===== config.mk =====
export PLATFORM = sky130hd
export DESIGN_NAME = seq_detect_1011_flat
export DESIGN_NICKNAME = d
export VERILOG_FILES = /design/src/rtl/seq_detect_1011_if.sv /design/src/rtl/seq_detect_1011.sv /design/src/flat_wrapper.sv
export SDC_FILE = /design/constraint.sdc
export NUM_CORES = 1
export LEC_CHECK = 0
export CORE_AREA = 2 2 39 41
export CTS_BUF_LIST = sky130_fd_sc_hd__clkbuf_4
export CTS_CLUSTER_DIAMETER = 150
export DETAILED_ROUTE_END_ITERATION = 7
export DIE_AREA = 0 0 41 43
export PLACE_DENSITY = 0.8
export SYNTH_ARGS = -nofsm -noshare
export SYNTH_HDL_FRONTEND = slang
export SYNTH_SLANG_ARGS = --single-unit

===== constraint.sdc =====
create_clock -name clk -period 2.1 [get_ports clk]
set_clock_uncertainty 0.2 [all_clocks]
set_input_delay 0.315 -clock clk [delete_from_list [all_inputs] [get_ports clk]]
set_output_delay 0.315 -clock clk [all_outputs]
set_load 0.01 [all_outputs]

===== src/rtl/seq_detect_1011_if.sv =====
`default_nettype none
// ============================================================================
// Module      : seq_detect_1011_if
// Description : Interface bundle for the 1011 serial pattern detector.
//               master drives the serial stream and the count clear; slave
//               (the detector) returns the match pulse, count and state.
//   din_valid  master->slave  1      din is sampled only when high
//   din        master->slave  1      serial data bit
//   clear      master->slave  1      synchronous clear of count
//   match      slave->master  1      one-cycle pulse per detected 1011
//   count      slave->master  CNT_W  saturating match count
//   state      slave->master  3      current FSM state code (debug)
// Revision    : 1.0 - initial release
// ============================================================================
interface seq_detect_1011_if #(
    parameter int CNT_W = 8
);
    logic             din_valid;
    logic             din;
    logic             clear;
    logic             match;
    logic [CNT_W-1:0] count;
    logic [2:0]       state;

    modport master (
        output din_valid,
        output din,
        output clear,
        input  match,
        input  count,
        input  state
    );

    modport slave (
        input  din_valid,
        input  din,
        input  clear,
        output match,
        output count,
        output state
    );
endinterface
`default_nettype wire


===== src/rtl/seq_detect_1011.sv =====
`default_nettype none
// ============================================================================
// Module      : seq_detect_1011
// Description : Serial detector for the bit pattern 1011, overlaps included.
//               Emits a registered one-cycle match pulse and keeps a
//               saturating match counter that can be cleared independently
//               of the FSM.
//   clk    in   1   system clock, rising edge
//   reset  in   1   synchronous active-high reset, highest priority
//   bus    slave modport of seq_detect_1011_if
//          (din_valid, din, clear in; match, count, state out)
// Revision    : 1.0 - initial release
// ============================================================================
module seq_detect_1011 #(
    parameter int CNT_W = 8
) (
    input  wire logic            clk,
    input  wire logic            reset,
    seq_detect_1011_if.slave     bus
);

    typedef enum logic [2:0] {
        S0 = 3'd0,  // no prefix
        S1 = 3'd1,  // "1"
        S2 = 3'd2,  // "10"
        S3 = 3'd3,  // "101"
        S4 = 3'd4   // "1011" seen
    } state_t;

    localparam logic [CNT_W-1:0] c_CNT_MAX = {CNT_W{1'b1}};
    localparam logic [CNT_W-1:0] c_CNT_ONE = {{(CNT_W-1){1'b0}}, 1'b1};

    state_t           r_state;
    logic             r_match;
    logic [CNT_W-1:0] r_count;

    state_t           w_next;
    logic             w_match_evt;

    // Next state. Illegal codes fall to S0 on the next edge regardless of
    // din_valid; legal states hold during bubbles.
    always_comb begin
        w_next = S0;
        case (r_state)
            S0:      w_next = bus.din ? S1 : S0;
            S1:      w_next = bus.din ? S1 : S2;
            S2:      w_next = bus.din ? S3 : S0;
            S3:      w_next = bus.din ? S4 : S2;
            S4:      w_next = bus.din ? S1 : S2;  // keep overlapping suffix
            default: w_next = S0;
        endcase
        if (!bus.din_valid && (r_state <= S4)) begin
            w_next = r_state;
        end
    end

    assign w_match_evt = bus.din_valid && (w_next == S4);

    always_ff @(posedge clk) begin
        if (reset) begin
            r_state <= S0;
            r_match <= 1'b0;
            r_count <= '0;
        end else begin
            r_state <= w_next;
            r_match <= w_match_evt;
            // clear beats a coincident match; the match pulse is unaffected
            if (bus.clear) begin
                r_count <= '0;
            end else if (w_match_evt && (r_count != c_CNT_MAX)) begin
                r_count <= r_count + c_CNT_ONE;
            end
        end
    end

    assign bus.state = r_state;
    assign bus.match = r_match;
    assign bus.count = r_count;

endmodule
`default_nettype wire


===== src/flat_wrapper.sv =====
// flat-port wrapper written by rule: the top's interface ports become plain ports
module seq_detect_1011_flat 
#(
    parameter int CNT_W = 8
)
  (clk, reset, bus_din_valid, bus_din, bus_clear, bus_match, bus_count, bus_state);
  seq_detect_1011_if #(.CNT_W(CNT_W)) bus_i ();
  input  wire logic clk;
  input  wire logic reset;
  input wire logic [$bits(bus_i.din_valid)-1:0] bus_din_valid;
  input wire logic [$bits(bus_i.din)-1:0] bus_din;
  input wire logic [$bits(bus_i.clear)-1:0] bus_clear;
  output wire logic [$bits(bus_i.match)-1:0] bus_match;
  output wire logic [$bits(bus_i.count)-1:0] bus_count;
  output wire logic [$bits(bus_i.state)-1:0] bus_state;
  assign bus_i.din_valid = bus_din_valid;
  assign bus_i.din = bus_din;
  assign bus_i.clear = bus_clear;
  assign bus_match = bus_i.match;
  assign bus_count = bus_i.count;
  assign bus_state = bus_i.state;
  seq_detect_1011 #(.CNT_W(CNT_W)) u_core (.clk(clk), .reset(reset), .bus(bus_i));
endmodule

==> impl_metrics.json, run 1 <==
{
  "hp-start": "u_core.bus.count[7]",
  "gr-total-overflow": 0,
  "cp_num_buf_inv": 1,
  "post_cts_buffers": 0,
  "setup_violations": 0,
  "cts_resized": 0,
  "initial_core_util": 0.432,
  "yosys.area_share.simple": 0.257,
  "rsz0062_at_grt": "false",
  "critPathTopFamily": "buffers and inverters",
  "synthAdderAreaFrac": 0.0209,
  "synth_area_per_cell_um2": 9.34,
  "ys_ff_latch": 12,
  "dieHeight_um": 43,
  "synth.distinct_cells": 27,
  "p_total_mw": 0.423,
  "drive_gt1_frac": 0.129,
  "root_buffer": "clkbuf_4",
  "dp_hpwl_um": 926,
  "final_max_slew_viol_count": 0,
  "clock_sinks": 12,
  "numCtsBuffers": 3,
  "drt-initial-drc-count": 4,
  "timing.fmax_mhz": 515,
  "drc": 0,
  "port_buffers": 16,
  "min_period_over_period": 0.925,
  "ys.flop_type": "dfxtp_1",
  "path_max_fanout": 10,
  "yosysWarnings": 0,
  "grt_max_degree": 11,
  "grt_pass1_vias": 459,
  "htreeDepth": 1,
  "hold_class": "reg -> reg",
  "async_flop_share": 0,
  "antenna_found_initial": 0,
  "peakVddDrop_mv": 0.346,
  "fp.dieW_um": 41,
  "dieArea_mm2": 0.00176,
  "critPathArrivalTime_ns": 1.43,
  "cap_violations": 0,
  "synth_edf_count": 0,
  "final_core_util": 0.590,
  "setup_tns_ns": 0,
  "via_per_inst": 5.69,
  "place.gp.congestion": 0.784,
  "p_per_area_mw_per_mm2": 518,
  "wl_um": 1330,
  "relSlewSlack": 0.756,
  "path_cells": "clkdlybuf4s50_1",
  "synth_compound_area_frac": 0.222,
  "cp_data_required_time_ns": 1.58,
  "cp-start-kind": "register",
  "path_class": "reg -> out",
  "antenna_cells": 0,
  "synth_top_family_by_area": "simple AND/OR/NAND/NOR gates",
  "finalNetCount": 92,
  "row_count": 14,
  "r2r_start": "u_core.bus.count[0]",
  "nFillCells": 133,
  "grt_pass1_wl_um": 1990,
  "holdBufCountCts": 0,
  "status": "completed",
  "slowest_stage": "clkdlybuf4s50_1",
  "fp.coreArea_mm2": 0.00138,
  "synthXorXnorAreaFrac": 0.0146,
  "clk_pin_slew_worst_paths_ns": 0.08,
  "period_needed_ns": 1.94,
  "synth_nets": 70,
  "syn_area_um2": 598,
  "cts_buffer_depth": 2,
  "gr-usage-all-layers": 0.167,
  "cp_slowest_stage_delay_ns": 0.61,
  "p_leak_nw": 0.273,
  "areaGrowthSynthToFinish_pct": 36.4,
  "crit_start": "u_core.bus.state[0]",
  "synthMuxAreaShare": 0.0523,
  "avgRoutedWirePerCell_um": 13.2,
  "hold_viol": 0,
  "io_pins": 17,
  "worst_slew_pin_slew_ns": 0.365,
  "drtAntennaViolNets": 0,
  "postSynthCellCount": 64,
  "first_pass_iters": 3,
  "cts_tree": "yes",
  "endpoint_kind": "output pin",
  "seq_area_frac_synth": 0.402,
  "vias": 575,
  "clk_latency_ns": 0.28
}
-- sequential cells by signal, indices dropped and copies added, names as in the netlist --
signal            flops
u_core.bus.count      8
u_core.bus.match      1
u_core.bus.state      3
-- worst paths after layout --
check / endpoint / slack (ns) / depth (start not counted)
worst min register to register: u_core.bus.count[7] / 0.34 / 2
worst max register to register: u_core.bus.count[7] / 0.29 / 5
worst min-delay path: u_core.bus.count[7] / 0.34 / 2
worst max-delay path: bus_state[0] / 0.16 / 1
-- cell type report --
type / instances / area [um^2] / share of cell area
well taps: 16 / 20.0 / 0.0245
repair buffers: 19 / 183 / 0.224
inverters: 2 / 7.51 / 0.00920
clock inverters: 1 / 3.75 / 0.00460
multi-input cells: 48 / 339 / 0.416
flip-flops and latches: 12 / 240 / 0.294
clock buffers: 3 / 22.5 / 0.0276
-- where the power goes --
| part | total (mW) | internal, mW | switching [mW] |
|---|---|---|---|
| logic | 0.0355 | 0.0202 | 0.0153 |
| clock network | 0.152 | 0.0689 | 0.0827 |
| registers | 0.236 | 0.230 | 0.00589 |
-- synth_stat cells (2+ instances only) --
cell type | count | area [um^2]
dfxtp_1 | 12 | 240
a21oi_1 | 7 | 35.0
nor2_1 | 6 | 22.5
nand3_1 | 4 | 20.0
o21ai_0 | 4 | 20.0
nand2_1 | 3 | 11.3
or3_1 | 3 | 18.8
inv_1 | 2 | 7.51
mux2i_1 | 2 | 20.0
nand3b_1 | 2 | 15.0
o31ai_1 | 2 | 15.0
or4_1 | 2 | 15.0
-- layer usage --
metal	GRT usage	wire length (um)
met4	0.0800	21
met2	0.253	608
met5	0	0
met1	0.219	632
met3	0.0314	66
-- through the flow --
step	cell area, um^2	setup slack [ns]	hold WS (ns)	std cells
4_1_cts	816	0.145	0.340	101
6_report	816	0.157	0.343	101
3_3_place_gp	790	0.0530	0.316	97
2_1_floorplan	598	0.393	0.184	64
3_5_place_dp	790	0.0355	0.326	97
5_1_grt	816	0.0944	0.397	101
-- placed cells by master (no fill, tap or decap), types with 2 or more instances in the layout --
master / count
nand3b_1: 2
clkdlybuf4s50_1: 16
buf_4: 3
inv_1: 2
or3_1: 3
nor2_1: 6
clkbuf_4: 3
dfxtp_1: 12
a21oi_1: 7
mux2i_1: 2
o31ai_1: 2
o21ai_0: 4
or4_1: 2
nand3_1: 4
nand2_1: 3
-- logic make-up (layout without fill, tap and decap cells) --
family,Yosys count,after routing
compound gates,19,19
xor+xnor,1,1
simple gates,24,24
mux,3,3
buf+inv,4,25
fa+ha+maj,1,1
flops,12,12
Power figures use the tool's default switching activity.
==> inputs of run 2 (changes only) <==
--- a/config.mk
+++ b/config.mk
@@ -11,6 +11,7 @@
 export DETAILED_ROUTE_END_ITERATION = 7
 export DIE_AREA = 0 0 41 43
 export PLACE_DENSITY = 0.8
+export SLEW_MARGIN = 40
 export SYNTH_ARGS = -nofsm -noshare
 export SYNTH_HDL_FRONTEND = slang
 export SYNTH_SLANG_ARGS = --single-unit
==> results of run 2 <==
Final layout, timing and power as in run 1 (identical DEF).
==> inputs of run 3 (changes only) <==
--- a/config.mk
+++ b/config.mk
@@ -11,6 +11,7 @@
 export DETAILED_ROUTE_END_ITERATION = 7
 export DIE_AREA = 0 0 41 43
 export PLACE_DENSITY = 0.8
+export SKIP_CTS_REPAIR_TIMING = 1
 export SLEW_MARGIN = 40
 export SYNTH_ARGS = -nofsm -noshare
 export SYNTH_HDL_FRONTEND = slang
==> constraint.sdc (replaced) <==
create_clock -name clk -period 2.1 [get_ports clk]
set_clock_uncertainty 0.2 [all_clocks]
set_input_delay 0.315 -clock clk [delete_from_list [all_inputs] [get_ports clk]]
set_output_delay 0.315 -clock clk [all_outputs]
set_load 0.1 [all_outputs]
==> run 3 against run 2 <==
Effect of this change: non-clock buffer count unchanged; power increased by 2.7%; sequential power about the same; utilization decreased by 0.63 points; design area decreased by 1.1%; clock power decreased by 7%.
==> impl_metrics.json, run 3 (synthesized netlist as in run 1, its figures left out) <==
{
  "dp_hpwl_um": 939,
  "place.gp.congestion": 0.820,
  "postLayoutCellArea_um2": 807,
  "cts_tree": "yes",
  "endpoint_kind": "register",
  "drive_gt1_frac": 0.393,
  "finalNetCount": 92,
  "cp-start-kind": "input port",
  "first_pass_iters": 4,
  "intPower_mw": 0.320,
  "hold_class": "reg -> reg",
  "power_switching_mw": 0.114,
  "critPathArrivalTime_ns": 1.82,
  "fp.dieW_um": 41,
  "dieHeight_um": 43,
  "cts_buffer_depth": 2,
  "relSlewSlack": 0.810,
  "p_per_area_mw_per_mm2": 538,
  "clk_pin_slew_worst_paths_ns": 0.07,
  "wl_um": 1310,
  "drc": 0,
  "power.share.sequential": 0.546,
  "areaGrowthSynthToFinish_pct": 34.9,
  "htreeDepth": 1,
  "grt_pass1_vias": 544,
  "hold_viol": 0,
  "dieArea_mm2": 0.00176,
  "largest_register_ffs": 8,
  "row_count": 14,
  "power_frac_comb": 0.127,
  "final_common_cell": "buf_4",
  "status": "completed",
  "setup_tns_ns": 0,
  "io_pins": 17,
  "setup_violations": 0,
  "peakVddDrop_mv": 0.326,
  "timing.fmax_mhz": 552,
  "nFillCells": 140,
  "clock_sinks": 12,
  "cp_data_required_time_ns": 2.11,
  "grt_pass1_wl_um": 2230,
  "path_class": "in -> reg",
  "clk_latency_ns": 0.28,
  "rsz0062_at_grt": "false",
  "sw_frac_of_total": 0.263,
  "p_leak_nw": 0.304,
  "drtAntennaViolNets": 0,
  "grt_max_degree": 11,
  "drt-initial-drc-count": 5,
  "gr-total-overflow": 0,
  "dpl_cell_area_um2": 785,
  "final_max_slew_viol_count": 0,
  "cap_violations": 0,
  "fp.coreArea_mm2": 0.00138,
  "pwr-share-clk": 0.327,
  "period_needed_ns": 1.81,
  "via_per_inst": 5.60,
  "initial_core_util": 0.432,
  "final_cell_mix": "14 x buf_4, 10 x dfxtp_2, 7 x a21oi_1",
  "numCtsBuffers": 3,
  "worst_slew_pin_slew_ns": 0.284,
  "antenna_cells": 0,
  "gr-usage-all-layers": 0.189,
  "path_max_fanout": 10,
  "min_period_over_period": 0.863,
  "antenna_found_initial": 0,
  "vias": 560,
  "avgRoutedWirePerCell_um": 13.1,
  "port_buffers": 16,
  "root_buffer": "clkbuf_4"
}
[run 3: routing by layer]
metal / global-route usage / wire [um] / vias to the layer above
li1: - / - / 283
met1: 0.226 / 604 / 259
met2: 0.294 / 604 / 14
met3: 0.0314 / 72 / 4
met4: 0.120 / 29 / 0
met5: 0 / 0 / -
[run 3: stage by stage]
stage | instances | util | setup slack (ns) | power (mW) | hold slack, ns
4_1_cts | 100 | 0.583 | 0.300 | 0.435 | 0.306
3_3_place_gp | 97 | 0.567 | 0.0588 | 0.297 | 0.286
2_1_floorplan | 64 | - | 0.0340 | 0.274 | 0.177
6_report | 100 | 0.583 | 0.287 | 0.434 | 0.305
3_5_place_dp | 97 | 0.567 | 0.0265 | 0.298 | 0.290
5_1_grt | 100 | 0.583 | 0.213 | 0.451 | 0.335
[run 3: worst paths after layout]
kind                             from             endpoint  slack (ns)  cells past startpoint
setup / recovery              bus_din  u_core.bus.count[7]        0.29                      5
hold / removal    u_core.bus.count[6]  u_core.bus.count[6]        0.30                      1
setup reg to reg  u_core.bus.count[0]  u_core.bus.count[7]        0.33                      5
hold reg to reg   u_core.bus.count[6]  u_core.bus.count[6]        0.30                      1
[run 3: cell type report]
cell class	count	area (um^2)	share of cell area
timing repair buffer	19	165	0.205
sequential	12	253	0.313
clock buffer	3	22.5	0.0279
multi-input combinational	48	339	0.420
tap	16	20.0	0.0248
inverter	2	7.51	0.00930
[run 3: critical path: stages]
cell and delay [ns]:
clkdlybuf4s50_1 0.48, and4b_4 0.26, o211ai_4 0.12, or4_1 0.50, a21oi_1 0.15
[run 3: power groups by stage]
| stage | clock [mW] | combinational, mW | sequential (mW) |
|---|---|---|---|
| floorplan | 0 | 0.0189 | 0.255 |
| global placement | 0 | 0.0544 | 0.242 |
| detailed placement | 0 | 0.0550 | 0.243 |
| CTS | 0.143 | 0.0553 | 0.237 |
| global route | 0.155 | 0.0582 | 0.238 |
| finish | 0.142 | 0.0550 | 0.237 |
